$ cat src/rtl/grf_wb_pkg.sv
// Shared constants and types for the W-stage register file slice.
package grf_wb_pkg;

    localparam logic [31:0] ZERO     = 32'h0000_0000;
    localparam logic [31:0] PC_BEGIN = 32'h0000_3000;
    localparam logic [4:0]  REG_ZERO = 5'd0;
    localparam int unsigned NUM_REGS = 32;

    typedef struct packed {
        logic        valid;
        logic [31:0] pc;
        logic [4:0]  rw;
        logic [31:0] data;
    } commit_t;

    // A write only lands when enabled and not aimed at the hardwired zero register.
    function automatic logic reg_write_hit(input logic we, input logic [4:0] rw);
        return we && (rw != REG_ZERO);
    endfunction

endpackage

$ cat src/rtl/grf_wb_array.sv
// 32x32 register storage with synchronous clear and a single write port.
module grf_array
    import grf_wb_pkg::*;
(
    input  logic        clk,
    input  logic        reset,
    input  logic        we,
    input  logic [4:0]  wa,
    input  logic [31:0] wd,
    input  logic [4:0]  ra1,
    input  logic [4:0]  ra2,
    output logic [31:0] rd1,
    output logic [31:0] rd2
);

    logic [31:0] regs [NUM_REGS];

    always_ff @(posedge clk) begin
        if (reset) begin
            for (int unsigned i = 0; i < NUM_REGS; i++) begin
                regs[i] <= ZERO;
            end
        end else if (reg_write_hit(we, wa)) begin
            regs[wa] <= wd;
        end
    end

    assign rd1 = regs[ra1];
    assign rd2 = regs[ra2];

endmodule

$ cat src/rtl/grf_wb.sv
// Register file with W-stage bypass, commit record and retired-instruction counter.
module grf_wb
    import grf_wb_pkg::*;
#(
    parameter logic [31:0] PC_RESET = PC_BEGIN,
    parameter int unsigned CNT_W    = 32
) (
    input  logic             clk,
    input  logic             reset,
    input  logic [31:0]      IR_W,
    input  logic [31:0]      PC_W,
    input  logic [31:0]      WB_W,
    input  logic [4:0]       RW_W,
    input  logic             RegWr_W,
    input  logic [4:0]       A1,
    input  logic [4:0]       A2,
    output logic [31:0]      RD1,
    output logic [31:0]      RD2,
    output logic             commit_valid,
    output logic [31:0]      commit_pc,
    output logic [31:0]      commit_data,
    output logic [4:0]       commit_rw,
    output logic [CNT_W-1:0] retired_cnt
);

    logic        wr_hit;
    logic [31:0] arr_rd1;
    logic [31:0] arr_rd2;
    commit_t     commit_q;
    logic [CNT_W-1:0] cnt_q;

    assign wr_hit = reg_write_hit(RegWr_W, RW_W);

    grf_array u_array (
        .clk   (clk),
        .reset (reset),
        .we    (RegWr_W),
        .wa    (RW_W),
        .wd    (WB_W),
        .ra1   (A1),
        .ra2   (A2),
        .rd1   (arr_rd1),
        .rd2   (arr_rd2)
    );

    // Bypass stays live during reset so D-stage reads see the in-flight value.
    always_comb begin
        RD1 = arr_rd1;
        RD2 = arr_rd2;
        if (A1 == REG_ZERO) begin
            RD1 = ZERO;
        end else if (wr_hit && (RW_W == A1)) begin
            RD1 = WB_W;
        end
        if (A2 == REG_ZERO) begin
            RD2 = ZERO;
        end else if (wr_hit && (RW_W == A2)) begin
            RD2 = WB_W;
        end
    end

    always_ff @(posedge clk) begin
        if (reset) begin
            commit_q.valid <= 1'b0;
            commit_q.pc    <= PC_RESET;
            commit_q.rw    <= REG_ZERO;
            commit_q.data  <= ZERO;
        end else begin
            commit_q.valid <= wr_hit;
            if (wr_hit) begin
                commit_q.pc   <= PC_W;
                commit_q.rw   <= RW_W;
                commit_q.data <= WB_W;
            end
        end
    end

    always_ff @(posedge clk) begin
        if (reset) begin
            cnt_q <= '0;
        end else if (IR_W != ZERO) begin
            cnt_q <= cnt_q + 1'b1;
        end
    end

    assign commit_valid = commit_q.valid;
    assign commit_pc    = commit_q.pc;
    assign commit_rw    = commit_q.rw;
    assign commit_data  = commit_q.data;
    assign retired_cnt  = cnt_q;

endmodule

$ cat config.mk
export PLATFORM = sky130hd
export DESIGN_NAME = grf_wb
export DESIGN_NICKNAME = d
export VERILOG_FILES = /design/src/rtl/grf_wb_pkg.sv /design/src/rtl/grf_wb_array.sv /design/src/rtl/grf_wb.sv
export SDC_FILE = /design/constraint.sdc
export NUM_CORES = 2
export LEC_CHECK = 0
export ABC_AREA = 1
export BUFFER_PORTS_ARGS = -buffer_cell sky130_fd_sc_hd__buf_4
export CAP_MARGIN = 25
export CELL_PAD_IN_SITES_DETAIL_PLACEMENT = 1
export CELL_PAD_IN_SITES_GLOBAL_PLACEMENT = 2
export CORE_MARGIN = 10
export CORE_UTILIZATION = 39
export CTS_BUF_LIST = sky130_fd_sc_hd__clkbuf_4 sky130_fd_sc_hd__clkbuf_8
export DETAILED_ROUTE_END_ITERATION = 12
export PLACE_DENSITY = 0.93
export SLEW_MARGIN = 10
export SYNTH_ARGS = -nofsm -noshare
export SYNTH_HDL_FRONTEND = slang
export SYNTH_SLANG_ARGS = --single-unit
$ cat constraint.sdc
create_clock -name clk -period 2.6 [get_ports clk]
set_input_delay 0.13 -clock clk [delete_from_list [all_inputs] [get_ports clk]]
set_output_delay 0.13 -clock clk [all_outputs]
set_load 0.01 [all_outputs]
* Yosys cells after proc, flatten, opt, wreduce, memory -nomap -nowiden
Memories as Yosys holds them, arrays and structs flattened.
Index checks and enable logic that the tools add are counted.
** Storage, ports and cells
- Bits in registers :: 102
- RAM bits :: 1024
- Bits of input ports :: 114
- Output and inout port bits :: 166
- Word-level logic and storage cells :: 29
- Memories :: 1
** Cells by class
- Add/sub/neg operators :: 1
- Eq/ne operators :: 2
- Mux-type cells :: 12
- Reductions and logical operators :: 8
** Memories
- u_array.regs :: words 32, bits a word 32, read ports 2, clocked after memory_dff 0, write ports 32, RTL line grf_wb_array.sv:16 : logic [31:0] regs [NUM_REGS];
** Operators by type and width (count)
- 32-bit 2-to-1 mux :: 5
- 32-bit by 1-bit adder with 32-bit output (second input constant) :: 1
- 32-bit nonzero test :: 1
- 32-bit OR reduction :: 1
- 5-bit equality test :: 2
- 5-bit zero test :: 2
- 1-bit 2-to-1 mux :: 6
- 5-bit 2-to-1 mux :: 1
- 5-bit nonzero test :: 1
- 1-bit logical AND :: 3

* Logic depth before layout (Yosys ltp)
- Depth after elaboration :: 7
- Gate-level depth with buffers :: 13

* Modules after synthesis
Synthesis repeated with hierarchy kept, for this count alone.
** Second synthesis, totals
- Cells, all modules :: 8173
- Area total of the unflattened synthesis :: 62616.3 um^2
** Modules (own cells, without submodules)
- grf_array :: times used 1, cells an instance 7191, area each 56634.3 um^2, seq. area each 30749.5 um^2
- grf_wb :: times used 1, cells an instance 982, area each 5982.0 um^2, seq. area each 2042.0 um^2

* Worst setup path before layout
OpenSTA, ideal clock, no wires.
- Path type :: input-to-reg
- Start :: input port RW_W[2]
- End :: memory u_array.regs[22][0], enable pin
- Library setup time :: 478 ps
- Arrival :: 1751 ps
- Slack :: 371 ps
- Stages on the path :: 8
- Buffers on the path :: 2
- Cell sequence :: buf_4 > nor3_4 > nand2_1 > nand2_2 > nor2_4 > nand3_1 > clkbuf_1 > nand2_1
** RTL lines
- from (decl) :: RTL line grf_wb.sv:13 : input logic [4:0] RW_W,
- to (decl) :: RTL line grf_wb_array.sv:16

==> reports/metrics.csv <==
stage;metric;value;unit
clock_tree;CTS tree;yes;
setup_path;critical path class;reg2out;
setup_path;Critical Path RT;2470;ps
setup_path;most frequent CP cell;nand2_2;
setup_path;Critical Path Sink;RD2[17];
synthesis;ys flop type;edfxtp_1;
sta;fin crit share;1.02;
layout;# nets final;7967;
setup_path;R2R cell count;10;
sta;final setup margin;-56.4;ps
floorplan;Top Ports;280;
synthesis;syn avg cell area;8.20;sq um
synthesis;top-count cell post-synth;nand2_1;
floorplan;row count;145;
layout;synth-to-layout area growth;21.5;%
setup_path;crit-path cells;o211ai_1 -> nand3_1 -> nand2_2 -> nand2_2 -> a21oi_4 -> a21oi_2 -> buf_4;
clock_tree;CTS sink cnt;1126;
floorplan;die area;0.175;sq mm
outcome;failing checks;hold timing, setup timing;
synthesis;main area contributors after synthesis;edfxtp_1 (50%), nand2_1 (8.1%), nand3_1 (8.0%);
sta;RSZ-0062 raised after global routing;yes;
layout;Util after Layout;0.479;
synthesis;fraction of registers with async set/reset;0;
layout;FF+latch area;0.0328;sq mm
synthesis;Yosys top cell by area;edfxtp_1;
outcome;status;finished with violations;
setup_path;Crit Path Max Fanout;2;
routing;WL final;291000;um
global_route;Total GRT Usage;0.322;
routing;Initial DRC Count;7753;
layout;footprint of the multi-input gates;0.0254;sq mm
sta;count of final setup violators;5;
global_route;Congestion Overflow GR;0;
floorplan;chip width;418;um
synthesis;synthesized area;0.0618;sq mm
sta;Slew @ Worst Pin;909;ps
place;Post-Place Setup Slack;107;ps
routing;drt drc;0;
routing;vias per inst;6.12;
setup_path;reg2reg end;retired_cnt[24]$_SDFFE_PP0P_;
setup_path;Crit. End Element;output pin;
sta;Setup Skew;24.3;ps
place;I/O Buffers;279;
routing;via count;61700;
floorplan;Die Ht;418;um
synthesis;Seq cells post-synth;1126;
setup_path;reg2reg start;retired_cnt[1]$_SDFFE_PP0P_;
place;gpl congestion;0.929;
min_path;number of cells on the worst hold path;9;
sta;Slew Limit Fails;0;
setup_path;Critical Path Slowest Stage Cell;edfxtp_1;
synthesis;Synth top cells by count;nand2_1 (1340), nor2_1 (1266), edfxtp_1 (1024), nand3_1 (985), inv_1 (675);
pwr;Power, Total;45.5;mW
sta;minimum clock period;2660;ps
sta;final hold violations;6;
routing;Avg WL per Cell;28.8;um
clock_tree;Root Buffer;clkbuf_8;
floorplan;core area;0.157;sq mm
floorplan;Starting Density;0.394;
clock_tree;CTS H-tree depth;4;
pwr;Worst VDD drop;0.000527;V
setup_path;Setup crit start kind;flop;
setup_path;Critical path origin;u_array.regs[26][17]$_SDFFCE_PN0P_;
layout;fillers;18300;
pwr;Leak;30.6;nW
setup_path;Critical Path AT;2530;ps
pwr;power per cell area;607;mW/mm^2
clock_tree;deepest clock path buffer count;3;
clock_tree;CTS clk-pin slew, worst paths;60;ps
sta;Slew headroom;0.393;
setup_path;r2r setup slk;630;ps
synthesis;Synthesis Warnings;0;
synthesis;share of the synthesized area in the top cell type;0.498;
clock_tree;Worst-Skew Late Latency;980;ps
job;max-cap violations;0;
routing;Pre-Repair DR Iteration Count;6;
global_route;first-pass GRT wire length;419000;um
routing;Post-DRT Antenna Nets;0;
global_route;initial antenna violation count;7;
layout;layout cell share with drive strength beyond 1;0.172;
place;DP Wirelength;177000;um
synthesis;EDFF count, synth;1024;
sta;Hold Worst Slack;-86.1;ps
min_path;min-delay worst type;in2reg;
synthesis;Mapped Cells;7529;
clock_tree;CTS buffer count;196;
global_route;largest net degree at the start of global routing;115;
synthesis;synth unique cells;32;
global_route;vias in the first global route;62900;
sta;FMAX;0.376;GHz
synthesis;sequential share of the synthesized area;0.531;
setup_path;critical path's largest stage delay;440;ps
-- layout by cell type, fill, tap and decap left out, drive strengths merged, types with 4 or more instances in the layout --
cell type / instances
a21oi: 391
xor2: 10
nor3: 30
clkbuf: 268
clkinv: 85
diode: 4
edfxtp: 1024
nand3: 985
clkinvlp: 5
dfxtp: 102
nand3b: 6
buf: 623
nor2: 1267
nand2: 1343
o211ai: 529
nand4: 6
inv: 687
dlygate4sd3: 146
conb: 32
or2: 54
xnor2: 8
o21ai: 409
-- layer usage --
layer | part of all wire | vias up | GRT usage
met5 | 0.000024 | - | 0
met4 | 0.061 | 2 | 0.185
met3 | 0.12 | 966 | 0.0873
met2 | 0.45 | 4049 | 0.501
met1 | 0.37 | 30600 | 0.402
li1 | - | 26000 | -
-- worst max-delay path: cells and delay by family (launching register included) --
kind            cells  cell delay, ps
buf+inv             1             170
compound gates      3             600
flops               1             440
simple gates        3             310
-- cell families after synthesis --
kind of cell	Yosys count	synth area share
AO/OA/AOI/OAI	1330	0.129
XOR/XNOR	18	0.00255
adder cells (fa/ha/maj)	1	0.000203
buffers and inverters	1360	0.0886
flip-flops	1126	0.531
other	1	0.0000607
AND/OR/NAND/NOR	3693	0.249
-- sequential cells by signal, summed over array words and instances (netlist names) --
| register | count |
|---|---|
| commit_valid | 1 |
| u_array.regs | 1024 |
| commit_rw | 5 |
| retired_cnt | 32 |
| commit_data | 32 |
| commit_pc | 32 |
-- worst min-delay path by stage --
stage / endpoint / slack, ps / startpoint
after global placement: commit_pc[13]$_SDFFE_PP1P_ / 330 / PC_W[13]
after global routing: retired_cnt[12]$_SDFFE_PP0P_ / 10 / IR_W[6]
after detailed placement: commit_pc[13]$_SDFFE_PP1P_ / 350 / PC_W[13]
final: retired_cnt[31]$_SDFFE_PP0P_ / -90 / IR_W[6]
after CTS: u_array.regs[11][26]$_SDFFCE_PN0P_ / 3 / RW_W[1]
after floorplan: commit_valid$_SDFF_PP0_ / 220 / reset
-- cell type report --
type | count | share of cell area
Multi-Input combinational cell | 5074 | 0.338
Tap cell | 2058 | 0.0343
Inverter | 683 | 0.0345
Sequential cell | 1126 | 0.437
Clock inverter | 97 | 0.00762
Clock buffer | 267 | 0.0440
Antenna cell | 4 | 0.000133
Timing Repair Buffer | 771 | 0.104
-- what timing repair did --
action	in CTS	in global routing
pin swaps	72	144
hold buffers	147	0
buffers inserted	5	4
endpoints found under the hold margin	1191	0
gates resized for setup	175	247
cloned	0	1
setup endpoints to repair	46	92
-- power by group --
group | switching (mW) | leakage (nW) | internal [mW]
combinational | 5.16 | 17.9 | 2.45
sequential | 0.479 | 10.6 | 20.7
clock | 8.17 | 2.06 | 8.57
total | 13.8 | 30.6 | 31.7
-- through the flow --
stage	cells	setup TNS, ps	instance area [sq um]
final	10100	-160	75100
after CTS	10100	-199	74100
after floorplan	7560	0	61900
after detailed placement	9559	0	68000
after global placement	9559	0	68000
after global routing	10100	-1440	75000
Note: power is estimated with default switching activity, not from simulation.
